<file path="config.mk">
export PLATFORM = sky130hd
export DESIGN_NAME = mem_arb
export DESIGN_NICKNAME = d
export VERILOG_FILES = /design/src/rtl/mem_arb_pkg.sv /design/src/rtl/mem_arb_starve_ctr.sv /design/src/rtl/mem_arb.sv
export SDC_FILE = /design/constraint.sdc
export NUM_CORES = 1
export LEC_CHECK = 0
export CAP_MARGIN = 20
export CORE_AREA = 5 5 111 113
export CTS_CLUSTER_SIZE = 12
export DETAILED_ROUTE_END_ITERATION = 16
export DIE_AREA = 0 0 116 118
export PLACE_DENSITY = 0.67
export SYNTH_ARGS = -nofsm -noshare
export SYNTH_HDL_FRONTEND = slang
export SYNTH_SLANG_ARGS = --single-unit
</file>
<file path="constraint.sdc">
create_clock -name clk -period 2.3 [get_ports clk]
set_input_delay 0.345 -clock clk [delete_from_list [all_inputs] [get_ports clk]]
set_output_delay 0.345 -clock clk [all_outputs]
set_load 0.02 [all_outputs]
</file>
<file path="src/rtl/mem_arb_pkg.sv">
`default_nettype none
// ============================================================================
// Module  : mem_arb_pkg
// Purpose : Shared constants, response tag type and access-check helper for
//           the two-port memory arbiter.
// Rev     : 1.0  initial release
// ============================================================================
package mem_arb_pkg;

   localparam logic PORT_CPU         = 1'b0;
   localparam logic PORT_DBG         = 1'b1;
   localparam int   DEF_STARVE_LIMIT = 4;
   localparam int   DEF_AW           = 12;

   // Owner tag captured at grant time and used to route the response one cycle later
   typedef struct packed {
      logic valid;
      logic owner;
      logic load;
      logic err;
   } resp_tag_t;

   // Out-of-range word index, empty store, or a full-word store that is not word aligned
   function automatic logic access_err(input logic [31:0] addr,
                                       input logic        we,
                                       input logic [3:0]  be,
                                       input int          aw);
      logic range_err;
      logic align_err;
      range_err = (addr >> (aw + 2)) != 32'd0;
      align_err = we && ((be == 4'b0000) || ((be == 4'b1111) && (addr[1:0] != 2'b00)));
      return range_err || align_err;
   endfunction

endpackage
`default_nettype wire

</file>
<file path="src/rtl/mem_arb_starve_ctr.sv">
`default_nettype none
// ============================================================================
// Module  : mem_arb_starve_ctr
// Purpose : Saturating count of consecutive denied cycles for the low-priority
//           port; raises force_win once the limit is reached.
// Rev     : 1.0  initial release
// ============================================================================
module mem_arb_starve_ctr
   import mem_arb_pkg::*;
#(
   parameter int STARVE_LIMIT = DEF_STARVE_LIMIT
)(
   input  logic clk,
   input  logic reset,
   input  logic req,
   input  logic gnt,
   output logic force_win
);

   // +2 keeps the counter at least one bit wide even for a limit of zero
   localparam int CW = $clog2(STARVE_LIMIT + 2);

   logic [CW-1:0] count;

   // Count denied cycles, clear on any grant or dropped request, hold at the limit
   always_ff @(posedge clk) begin
      if (reset || gnt || !req) begin
         count <= '0;
      end else if (count != CW'(STARVE_LIMIT)) begin
         count <= count + CW'(1);
      end
   end

   assign force_win = (count == CW'(STARVE_LIMIT));

endmodule
`default_nettype wire

</file>
<file path="src/rtl/mem_arb.sv">
`default_nettype none
// ============================================================================
// Module  : mem_arb
// Purpose : Two-port single-memory arbiter. Port 0 has fixed priority, port 1
//           is forced through after STARVE_LIMIT denied cycles. Grants and the
//           memory strobe are combinational; responses come one cycle later.
// Rev     : 1.0  initial release
// ============================================================================
module mem_arb
   import mem_arb_pkg::*;
#(
   parameter int STARVE_LIMIT = DEF_STARVE_LIMIT,
   parameter int AW           = DEF_AW
)(
   input  logic          clk,
   input  logic          reset,
   input  logic          p0_req,
   input  logic          p0_we,
   input  logic [31:0]   p0_addr,
   input  logic [31:0]   p0_wdata,
   input  logic [3:0]    p0_be,
   output logic          p0_gnt,
   output logic          p0_rvalid,
   output logic [31:0]   p0_rdata,
   output logic          p0_err,
   input  logic          p1_req,
   input  logic          p1_we,
   input  logic [31:0]   p1_addr,
   input  logic [31:0]   p1_wdata,
   input  logic [3:0]    p1_be,
   output logic          p1_gnt,
   output logic          p1_rvalid,
   output logic [31:0]   p1_rdata,
   output logic          p1_err,
   output logic          m_en,
   output logic          m_we,
   output logic [AW-1:0] m_addr,
   output logic [31:0]   m_wdata,
   output logic [3:0]    m_be,
   input  logic [31:0]   m_rdata
);

   logic        force_win;
   logic        gnt0;
   logic        gnt1;
   logic        any_gnt;
   logic        sel_we;
   logic [31:0] sel_addr;
   logic [31:0] sel_wdata;
   logic [3:0]  sel_be;
   logic        sel_err;
   logic        resp_valid;
   logic [31:0] resp_data;
   resp_tag_t   tag;

   mem_arb_starve_ctr #(
      .STARVE_LIMIT (STARVE_LIMIT)
   ) u_starve_ctr (
      .clk       (clk),
      .reset     (reset),
      .req       (p1_req),
      .gnt       (gnt1),
      .force_win (force_win)
   );

   // Fixed priority to port 0 unless port 1 has been starved; nothing while in reset
   always_comb begin
      gnt1    = !reset && p1_req && (force_win || !p0_req);
      gnt0    = !reset && p0_req && !gnt1;
      any_gnt = gnt0 || gnt1;
   end

   assign p0_gnt = gnt0;
   assign p1_gnt = gnt1;

   // Select the winning request and drive the memory strobe; errored grants stay off the bus
   always_comb begin
      sel_we    = gnt1 ? p1_we    : p0_we;
      sel_addr  = gnt1 ? p1_addr  : p0_addr;
      sel_wdata = gnt1 ? p1_wdata : p0_wdata;
      sel_be    = gnt1 ? p1_be    : p0_be;
      sel_err   = access_err(sel_addr, sel_we, sel_be, AW);
      m_en      = 1'b0;
      m_we      = 1'b0;
      m_addr    = '0;
      m_wdata   = '0;
      m_be      = '0;
      if (any_gnt && !sel_err) begin
         m_en    = 1'b1;
         m_we    = sel_we;
         m_addr  = sel_addr[AW+1:2];
         m_wdata = sel_wdata;
         m_be    = sel_be;
      end
   end

   // Remember who was granted and what kind of access it was, for next-cycle routing
   always_ff @(posedge clk) begin
      if (reset) begin
         tag <= '0;
      end else begin
         tag.valid <= any_gnt;
         tag.owner <= gnt1 ? PORT_DBG : PORT_CPU;
         tag.load  <= !sel_we;
         tag.err   <= sel_err;
      end
   end

   // Route the response to its owner; a response pending when reset rises is dropped
   always_comb begin
      resp_valid = tag.valid && !reset;
      resp_data  = (tag.load && !tag.err) ? m_rdata : 32'd0;
      p0_rvalid  = resp_valid && (tag.owner == PORT_CPU);
      p1_rvalid  = resp_valid && (tag.owner == PORT_DBG);
      p0_rdata   = p0_rvalid ? resp_data : 32'd0;
      p1_rdata   = p1_rvalid ? resp_data : 32'd0;
      p0_err     = p0_rvalid && tag.err;
      p1_err     = p1_rvalid && tag.err;
   end

endmodule
`default_nettype wire

</file>
Word-level counts from Yosys, hierarchy flattened --
Cells that the tools add are included.
Operators by class: muxes and demuxes 13, bitwise operators 1, reduce and logical (&&, ||, !) cells 29, add/sub/neg operators 1, eq/ne operators 3
Operator list (count):
- $mux 32 | 6
- $reduce_bool 32->1 | 1
- $logic_and 1x1->1 | 13
- $mux 12 | 1
- $mux 4 | 2
- $logic_not 1->1 | 7
- $logic_or 1x1->1 | 6
- $eq 4x4->1 const B | 1
- $logic_not 4->1 | 1
- $mux 1 | 4
- $add 3x1->3 const B | 1
- $eq 3x3->1 const B | 1
- $ne 3x3->1 const B | 1
- $reduce_bool 2->1 | 1
- $not 1->1 | 1
Storage, ports and cells: output and inout port bits 120, logic and storage cells 52, input bits 174, register bits 7

Logic depth before layout (Yosys ltp) --
Gate-level depths: netlist of run 1.
depth in word-level cells 12, mapped depth 8, mapped depth without buffers 7

By module --
Synthesis of run 1 repeated with hierarchy kept, for this count alone.
Unflattened totals: cells, all modules 256, area, all modules 2038.2 um^2
Modules (own cells, without submodules):
- mem_arb | times used 1, cells each 238, area an instance 1868.0 um^2, seq. area each 80.1 um^2
- mem_arb_starve_ctr | times used 1, cells each 18, area an instance 170.2 um^2, seq. area each 60.1 um^2

Least setup slack after synthesis of run 1 --
Ideal clock, no wire load.
path kind flip-flop to output port, start point register u_starve_ctr.count[0], end point output m_addr[0], arrival 1938 ps, cell stages (with the launch flop) 8, buffers on the path 1, setup slack 17 ps, required time 1955 ps, cells stage by stage dfxtp_1 -> inv_1 -> ha_1 -> a21bo_4 -> and3_4 -> a32o_4 -> buf_6 -> a2111oi_2
Between the ends: longest elaborated chain between the ends 12, elaborated cells on any way between the ends 20, classes of those cells 2 x eq/ne; 4 x mux; 14 x reduce/logical
Ends and longest elaborated chain:
- start, declared | RTL line mem_arb_starve_ctr.sv:23 | logic [CW-1:0] count;
- start signal, assigned | RTL line mem_arb_starve_ctr.sv:30 | count <= count + CW'(1);
- $eq 3x3->1 * | RTL line mem_arb_starve_ctr.sv:34 | assign force_win = (count == CW'(STARVE_LIMIT));
- $logic_or 1x1->1 * | RTL line mem_arb.sv:68 | gnt1 = !reset && p1_req && (force_win || !p0_req);
- $logic_and 1x1->1 * | RTL line mem_arb.sv:68
- $mux 4 or $mux 32 (tied branches) | RTL line mem_arb.sv:81, mem_arb.sv:79
- $eq 4x4->1 or $reduce_bool 2->1 (tied branches) | RTL line mem_arb_pkg.sv:31 | align_err = we && ((be == 4'b0000) || ((be == 4'b1111) && (addr[1:0] != 2'b00)));
- $logic_and 1x1->1 | RTL line mem_arb_pkg.sv:31
- $logic_or 1x1->1 | RTL line mem_arb_pkg.sv:31
- $logic_and 1x1->1 | RTL line mem_arb_pkg.sv:31
- $logic_or 1x1->1 | RTL line mem_arb_pkg.sv:32 | return range_err || align_err;
- $logic_not 1->1 | RTL line mem_arb.sv:88 | if (any_gnt && !sel_err) begin
- $logic_and 1x1->1 | RTL line mem_arb.sv:88
- $mux 12 * | RTL line mem_arb.sv:88
- end, declared | RTL line mem_arb.sv:37 | output logic [AW-1:0] m_addr,
Mark *: on every way between the ends. The rest lies on a longest branch, timed or not.

Final worst setup path of run 1 --
start point register u_starve_ctr.count[1], end point output m_wdata[30]
Between the ends: longest elaborated chain between the ends 12, elaborated cells on any way between the ends 21, classes of those cells 2 x eq/ne; 5 x mux; 14 x reduce/logical
Ends and longest elaborated chain:
- $eq 3x3->1 * | RTL line mem_arb_starve_ctr.sv:34
- $logic_or 1x1->1 * | RTL line mem_arb.sv:68
- $logic_and 1x1->1 * | RTL line mem_arb.sv:68
- $mux 4 or $mux 32 (tied branches) | RTL line mem_arb.sv:81, mem_arb.sv:79
- $eq 4x4->1 or $reduce_bool 2->1 (tied branches) | RTL line mem_arb_pkg.sv:31
- $logic_and 1x1->1 | RTL line mem_arb_pkg.sv:31
- $logic_or 1x1->1 | RTL line mem_arb_pkg.sv:31
- $logic_and 1x1->1 | RTL line mem_arb_pkg.sv:31
- $logic_or 1x1->1 | RTL line mem_arb_pkg.sv:32
- $logic_not 1->1 | RTL line mem_arb.sv:88
- $logic_and 1x1->1 | RTL line mem_arb.sv:88
- $mux 32 * | RTL line mem_arb.sv:88
- end, declared | RTL line mem_arb.sv:38 | output logic [31:0] m_wdata,
Marks and branches as above.

==> flow_metrics.env, run 1 <==
export IMPL_synth_ff_type="dfxtp_1"
export IMPL_die_x_um=116
export IMPL_status="finished, violations left"
export IMPL_cp_required_ns=1.96
export IMPL_synth_top_area_share_pct=28.89
export IMPL_p_int_uw=749.7
export IMPL_period_minus_slack_ns=2.538
export IMPL_drt_wirelength_per_cell_um=19.20
export IMPL_synth_seq_cells=7
export IMPL_fin_nets=798
export IMPL_grt_max_degree=65
export IMPL_synth_largest_area_cell="a2111oi_2"
export IMPL_async_flop_share_pct=0
export IMPL_clk_latency_ns=0.23
export IMPL_cpPeakStageDelay_ns=0.34
export IMPL_grt_ovfl_total=0
export IMPL_rsz0062_at_grt="true"
export IMPL_grt_pass1_vias=3975
export IMPL_p_sw_uw=359.8
export IMPL_drive_gt1_share_pct=30.60
export IMPL_dieHeight_um=118
export IMPL_syn_area_per_cell_um2=7.544
export IMPL_critPathTopFamily="compound AO/OA/AOI/OAI gates"
export IMPL_p_leak_uw=0.002935
export IMPL_final_common_cell="clkdlybuf4s50_1"
export IMPL_stdcell_count=765
export IMPL_timing_final_crit_share_pct=110.3
export IMPL_arrival_ns=2.19
export IMPL_root_buffer="clkbuf_16"
export IMPL_synthCells=310
export IMPL_holdWs_ns=0.5045
export IMPL_track_usage_pct=19.38
export IMPL_min_path_type="reg2reg"
export IMPL_violations="negative setup slack"
export IMPL_remaining_drc_errors=0
export IMPL_syn_nets=486
export IMPL_drt_iter0_markers=178
export IMPL_clk_pin_slew_ns=0.04
export IMPL_cp_slowest_cell="a32o_4"
export IMPL_final_hold_viol_count=0
export IMPL_synth_area_leaders="a2111oi_2 29%, and3_1 17%, nand2_1 15%"
export IMPL_vdd_drop_max_v=0.0001905
export IMPL_start_kind="register"
export IMPL_worst_pin_slew_ns=0.3309
export IMPL_maxSlewViolCount=0
export IMPL_first_pass_iters=4
export IMPL_layout_common_cells="142 x clkdlybuf4s50_1, 93 x nand2_1, 88 x dlygate4sd2_1"
export IMPL_end_kind="output port"
export IMPL_ioPinCount=294
export IMPL_core_um2=11220
export IMPL_clock_fmax_mhz=394.0
export IMPL_vias=3747
export IMPL_setup_viol=50
export IMPL_setup_tns_ns=-8.697
export IMPL_die_area_um2=13690
export IMPL_yosysWarnings=0
export IMPL_max_slew_margin_rel_pct=77.94
export IMPL_antenna_found_initial=1
export IMPL_ys_types=43
export IMPL_clock_skew_ns=0.0003125
export IMPL_cap_viol_max_count=0
export IMPL_crit_chain="inv_2, ha_4, a21bo_4, and3_4, a32o_4, buf_12, buf_16, a2111oi_4, buf_4"
export IMPL_synth_seq_area_share_pct=5.993
export IMPL_path_max_fanout=7
export IMPL_critPathKind="reg2out"
export IMPL_clock_sinks=7
export IMPL_final_core_util_pct=58.08
export IMPL_rows=39
export IMPL_syn_area_um2=2338
export IMPL_wl_um=14690
export IMPL_p_sw_share_pct=32.43
export IMPL_detail_route_antenna_nets=0
export IMPL_dp_hpwl_um=10780
export IMPL_fillers=963
export IMPL_placed_cells=736
export IMPL_worst_path_buf_inv=4
export IMPL_via_per_inst=4.898
export IMPL_power_density_nw_per_um2=170.2
export IMPL_clkPwrFrac_pct=26.8
export IMPL_synth_edf_count=0
export IMPL_cts_htree_levels=1
export IMPL_fin_ws_ns=-0.2378
export IMPL_cts_buffer_depth=2
export IMPL_place_gp_congestion=0.8248
export IMPL_seqPwrFrac_pct=11.7
export IMPL_area_growth_pct=178.8
export IMPL_grt_pass1_wl_um=21330
export IMPL_initial_core_util_pct=20.84
export IMPL_port_buffers=293
export IMPL_cts_tree="built"
export IMPL_combPwrFrac_pct=61.5
export IMPL_tritoncts_num_buffers=3
-- metrics by stage --
| step | worst slack (ns) | total power [uW] | area, um^2 |
|---|---|---|---|
| after global routing | -0.3324 | 1163 | 6519 |
| after floorplan | 0.01671 | 307.0 | 2338 |
| after global placement | -0.8029 | 703.9 | 5583 |
| after CTS | -0.2524 | 1097 | 6237 |
| final | -0.2378 | 1110 | 6519 |
| after detailed placement | -0.8500 | 712.7 | 5583 |
-- per-layer routing --
metal	vias to the layer above	track usage (%)	wire length [um]
li1	1785	-	-
met1	1755	20.12	4980
met2	192	38.71	8154
met3	15	4.627	1383
met4	0	3.046	174
met5	-	0	0
-- flip-flops by register name, indices dropped and copies added, names as in the netlist --
signal / count
u_starve_ctr.count: 3
tag: 4
-- worst register-to-register path, stage by stage, from the launching register on --
cell and delay [ns]:
dfxtp_2 0.32, inv_2 0.05, ha_4 0.17, a21bo_4 0.22
and3_4 0.15, a32o_4 0.34, buf_12 0.17, buf_16 0.14
o21ba_1 0.16
-- power groups by stage --
| stage | Clock [uW] | Combinational (uW) | Sequential (uW) |
|---|---|---|---|
| floorplan | 0 | 177 | 130 |
| global placement | 0 | 573 | 131 |
| global route | 310 | 723 | 130 |
| CTS | 303 | 665 | 130 |
| detailed placement | 0 | 581 | 131 |
| finish | 298 | 682 | 130 |
-- layout make-up --
class	count	area, um^2	share of cell area (%)
diodes	1	2.502	0.03839
clock buffers	4	78.83	1.209
inverters	5	21.27	0.3263
multi-input cells	258	2535	38.89
flip-flops and latches	7	142.6	2.188
well taps	143	178.9	2.745
repair buffers	347	3560	54.61
-- synth_stat cells, types with 2 or more instances --
master,number
nand2_1,96
and3_1,65
a2111oi_2,45
clkbuf_1,15
buf_6,11
buf_2,8
nor4_1,8
dfxtp_1,7
nor2_1,6
inv_1,4
a2111oi_4,3
clkbuf_2,3
nand4_1,3
and2_1,2
ha_1,2
nand3_1,2
nor3_1,2
nor3b_1,2
or4_1,2
-- cell families after synthesis --
kind of cell | after synthesis | share of synthesized area, %
muxes | 1 | 0.4281
adders and majority gates | 2 | 1.070
and+or+nand+nor | 198 | 43.66
buffers and inverters | 45 | 12.36
DFF | 7 | 5.992
AOI/OAI and AO/OA | 57 | 36.49
-- timing repair --
item	in CTS	in global routing
hold buffers	0	0
gates cloned	6	5
gates resized for setup	455	29
setup buffers	11	4
pin swaps	11	11
endpoints found under the setup margin	117	51
-- final timing paths --
check,start,endpoint,slack (ns),depth (start not counted)
worst max register to register,u_starve_ctr.count[1],tag[0],0.46,8
worst min-delay path,u_starve_ctr.count[0],u_starve_ctr.count[0],0.50,2
worst max-delay path,u_starve_ctr.count[1],m_wdata[30],-0.24,9
worst min register to register,u_starve_ctr.count[0],u_starve_ctr.count[0],0.50,2
(Power assumes the default switching activity.)
==> inputs of run 2 (changes only) <==
Clock period 2.3 ns to 3.1 ns, I/O delays scaled along.
==> flow_metrics.env, run 2 (same netlist as run 1, synthesis figures left out) <==
export IMPL_clkPwrFrac_pct=29.5
export IMPL_die_x_um=116
export IMPL_grt_max_degree=65
export IMPL_timing_final_crit_share_pct=96.89
export IMPL_finalPower_uw=737.9
export IMPL_grt_ovfl_total=0
export IMPL_drt_iter0_markers=162
export IMPL_rsz0062_at_grt="false"
export IMPL_drive_gt1_share_pct=20.37
export IMPL_min_path_type="reg2reg"
export IMPL_p_sw_share_pct=28.11
export IMPL_largest_register_ffs=4
export IMPL_tritoncts_num_buffers=3
export IMPL_cts_buffer_depth=2
export IMPL_critPathKind="in2out"
export IMPL_dieHeight_um=118
export IMPL_via_per_inst=4.763
export IMPL_first_pass_iters=4
export IMPL_combPwrFrac_pct=57.4
export IMPL_placed_area_um2=5553
export IMPL_initial_core_util_pct=20.84
export IMPL_hold_buffers=0
export IMPL_post_cts_repair_setup_buffers=0
export IMPL_clock_sinks=7
export IMPL_max_slew_margin_rel_pct=71.31
export IMPL_seqPwrFrac_pct=13.0
export IMPL_holdWs_ns=0.4596
export IMPL_cts_htree_levels=1
export IMPL_vdd_drop_max_v=0.0001875
export IMPL_final_common_cell="clkdlybuf4s50_1"
export IMPL_clk_latency_ns=0.23
export IMPL_status="finished, final reports clean"
export IMPL_end_kind="output port"
export IMPL_core_um2=11220
export IMPL_period_minus_slack_ns=3.004
export IMPL_worst_pin_slew_ns=0.4304
export IMPL_cts_resized=50
export IMPL_wl_um=12580
export IMPL_antenna_found_initial=0
export IMPL_fin_nets=771
export IMPL_drt_wirelength_per_cell_um=17.06
export IMPL_die_area_um2=13690
export IMPL_maxSlewViolCount=0
export IMPL_num_antenna_cells=0
export IMPL_grt_pass1_vias=3688
export IMPL_final_core_util_pct=48.76
export IMPL_p_int_uw=530.5
export IMPL_cts_tree="built"
export IMPL_cap_viol_max_count=0
export IMPL_rows=39
export IMPL_area_growth_pct=134.0
export IMPL_clock_fmax_mhz=332.9
export IMPL_stdcell_area_um2=5473
export IMPL_setup_tns_ns=0
export IMPL_detail_route_antenna_nets=0
export IMPL_arrival_ns=2.54
export IMPL_setup_viol=0
export IMPL_place_gp_congestion=0.8208
export IMPL_track_usage_pct=17.20
export IMPL_layout_common_cells="241 x clkdlybuf4s50_1, 96 x nand2_1, 65 x and3_1"
export IMPL_reg_top3="tag: 4 flops, u_starve_ctr.count: 3 flops"
export IMPL_port_buffers=293
export IMPL_vias=3510
export IMPL_final_hold_viol_count=0
export IMPL_cp_required_ns=2.63
export IMPL_power_density_nw_per_um2=134.8
export IMPL_ioPinCount=294
export IMPL_grt_pass1_wl_um=19300
export IMPL_regMostFlops="tag"
export IMPL_p_leak_uw=0.002265
export IMPL_remaining_drc_errors=0
export IMPL_clk_pin_slew_ns=0.04
export IMPL_dp_hpwl_um=10560
export IMPL_p_sw_uw=207.4
export IMPL_path_max_fanout=21
export IMPL_root_buffer="clkbuf_16"
export IMPL_clock_skew_ns=0.001462
export IMPL_start_kind="input port"
[run 2: power by group through the flow]
stage | combinational [uW] | sequential [uW] | clock [uW]
5_1_grt | 452 | 96.7 | 228
3_3_place_gp | 420 | 97.5 | 0
4_1_cts | 427 | 96.2 | 223
3_5_place_dp | 425 | 97.6 | 0
6_report | 424 | 96.2 | 218
2_1_floorplan | 131 | 96.7 | 0
[run 2: worst paths after layout]
| path | slack (ns) | cells after the start | end | startpoint |
|---|---|---|---|---|
| hold reg to reg | 0.46 | 1 | u_starve_ctr.count[0] | u_starve_ctr.count[0] |
| hold / removal | 0.46 | 1 | u_starve_ctr.count[0] | u_starve_ctr.count[0] |
| setup reg to reg | 1.24 | 7 | tag[0] | u_starve_ctr.count[0] |
| setup / recovery | 0.1 | 7 | m_addr[3] | p0_req |
[run 2: final cells by class]
| type | count | area [um^2] |
|---|---|---|
| Fill cell | 1117 | 5751 |
| Sequential cell | 7 | 140.1 |
| Inverter | 5 | 18.77 |
| Clock buffer | 4 | 78.83 |
| Timing Repair Buffer | 320 | 3133 |
| Tap cell | 143 | 178.9 |
| Multi-Input combinational cell | 258 | 1923 |
[run 2: through the flow]
stage / worst slack, ns / std cells
floorplan: 0.6967 / 310
global placement: -0.2393 / 733
detailed placement: -0.2907 / 733
CTS: 0.01099 / 737
global route: 0.0003992 / 737
finish: 0.09647 / 737
[run 2: per-layer routing]
| layer | share of wire (%) | vias to the layer above | global-route usage, % |
|---|---|---|---|
| met1 | 36 | 1604 | 18.22 |
| met5 | 0 | - | 0 |
| met3 | 11 | 12 | 5.398 |
| met4 | 1.3 | 0 | 3.191 |
| met2 | 52 | 167 | 32.81 |
| li1 | - | 1727 | - |
[run 2: critical path, cell delays in order]
cell and delay, ns:
clkdlybuf4s50_1 0.52, a21bo_4 0.25, and3_4 0.17, a32o_4 0.33, buf_12 0.18, a2111oi_2 0.21, dlygate4sd2_1 0.40
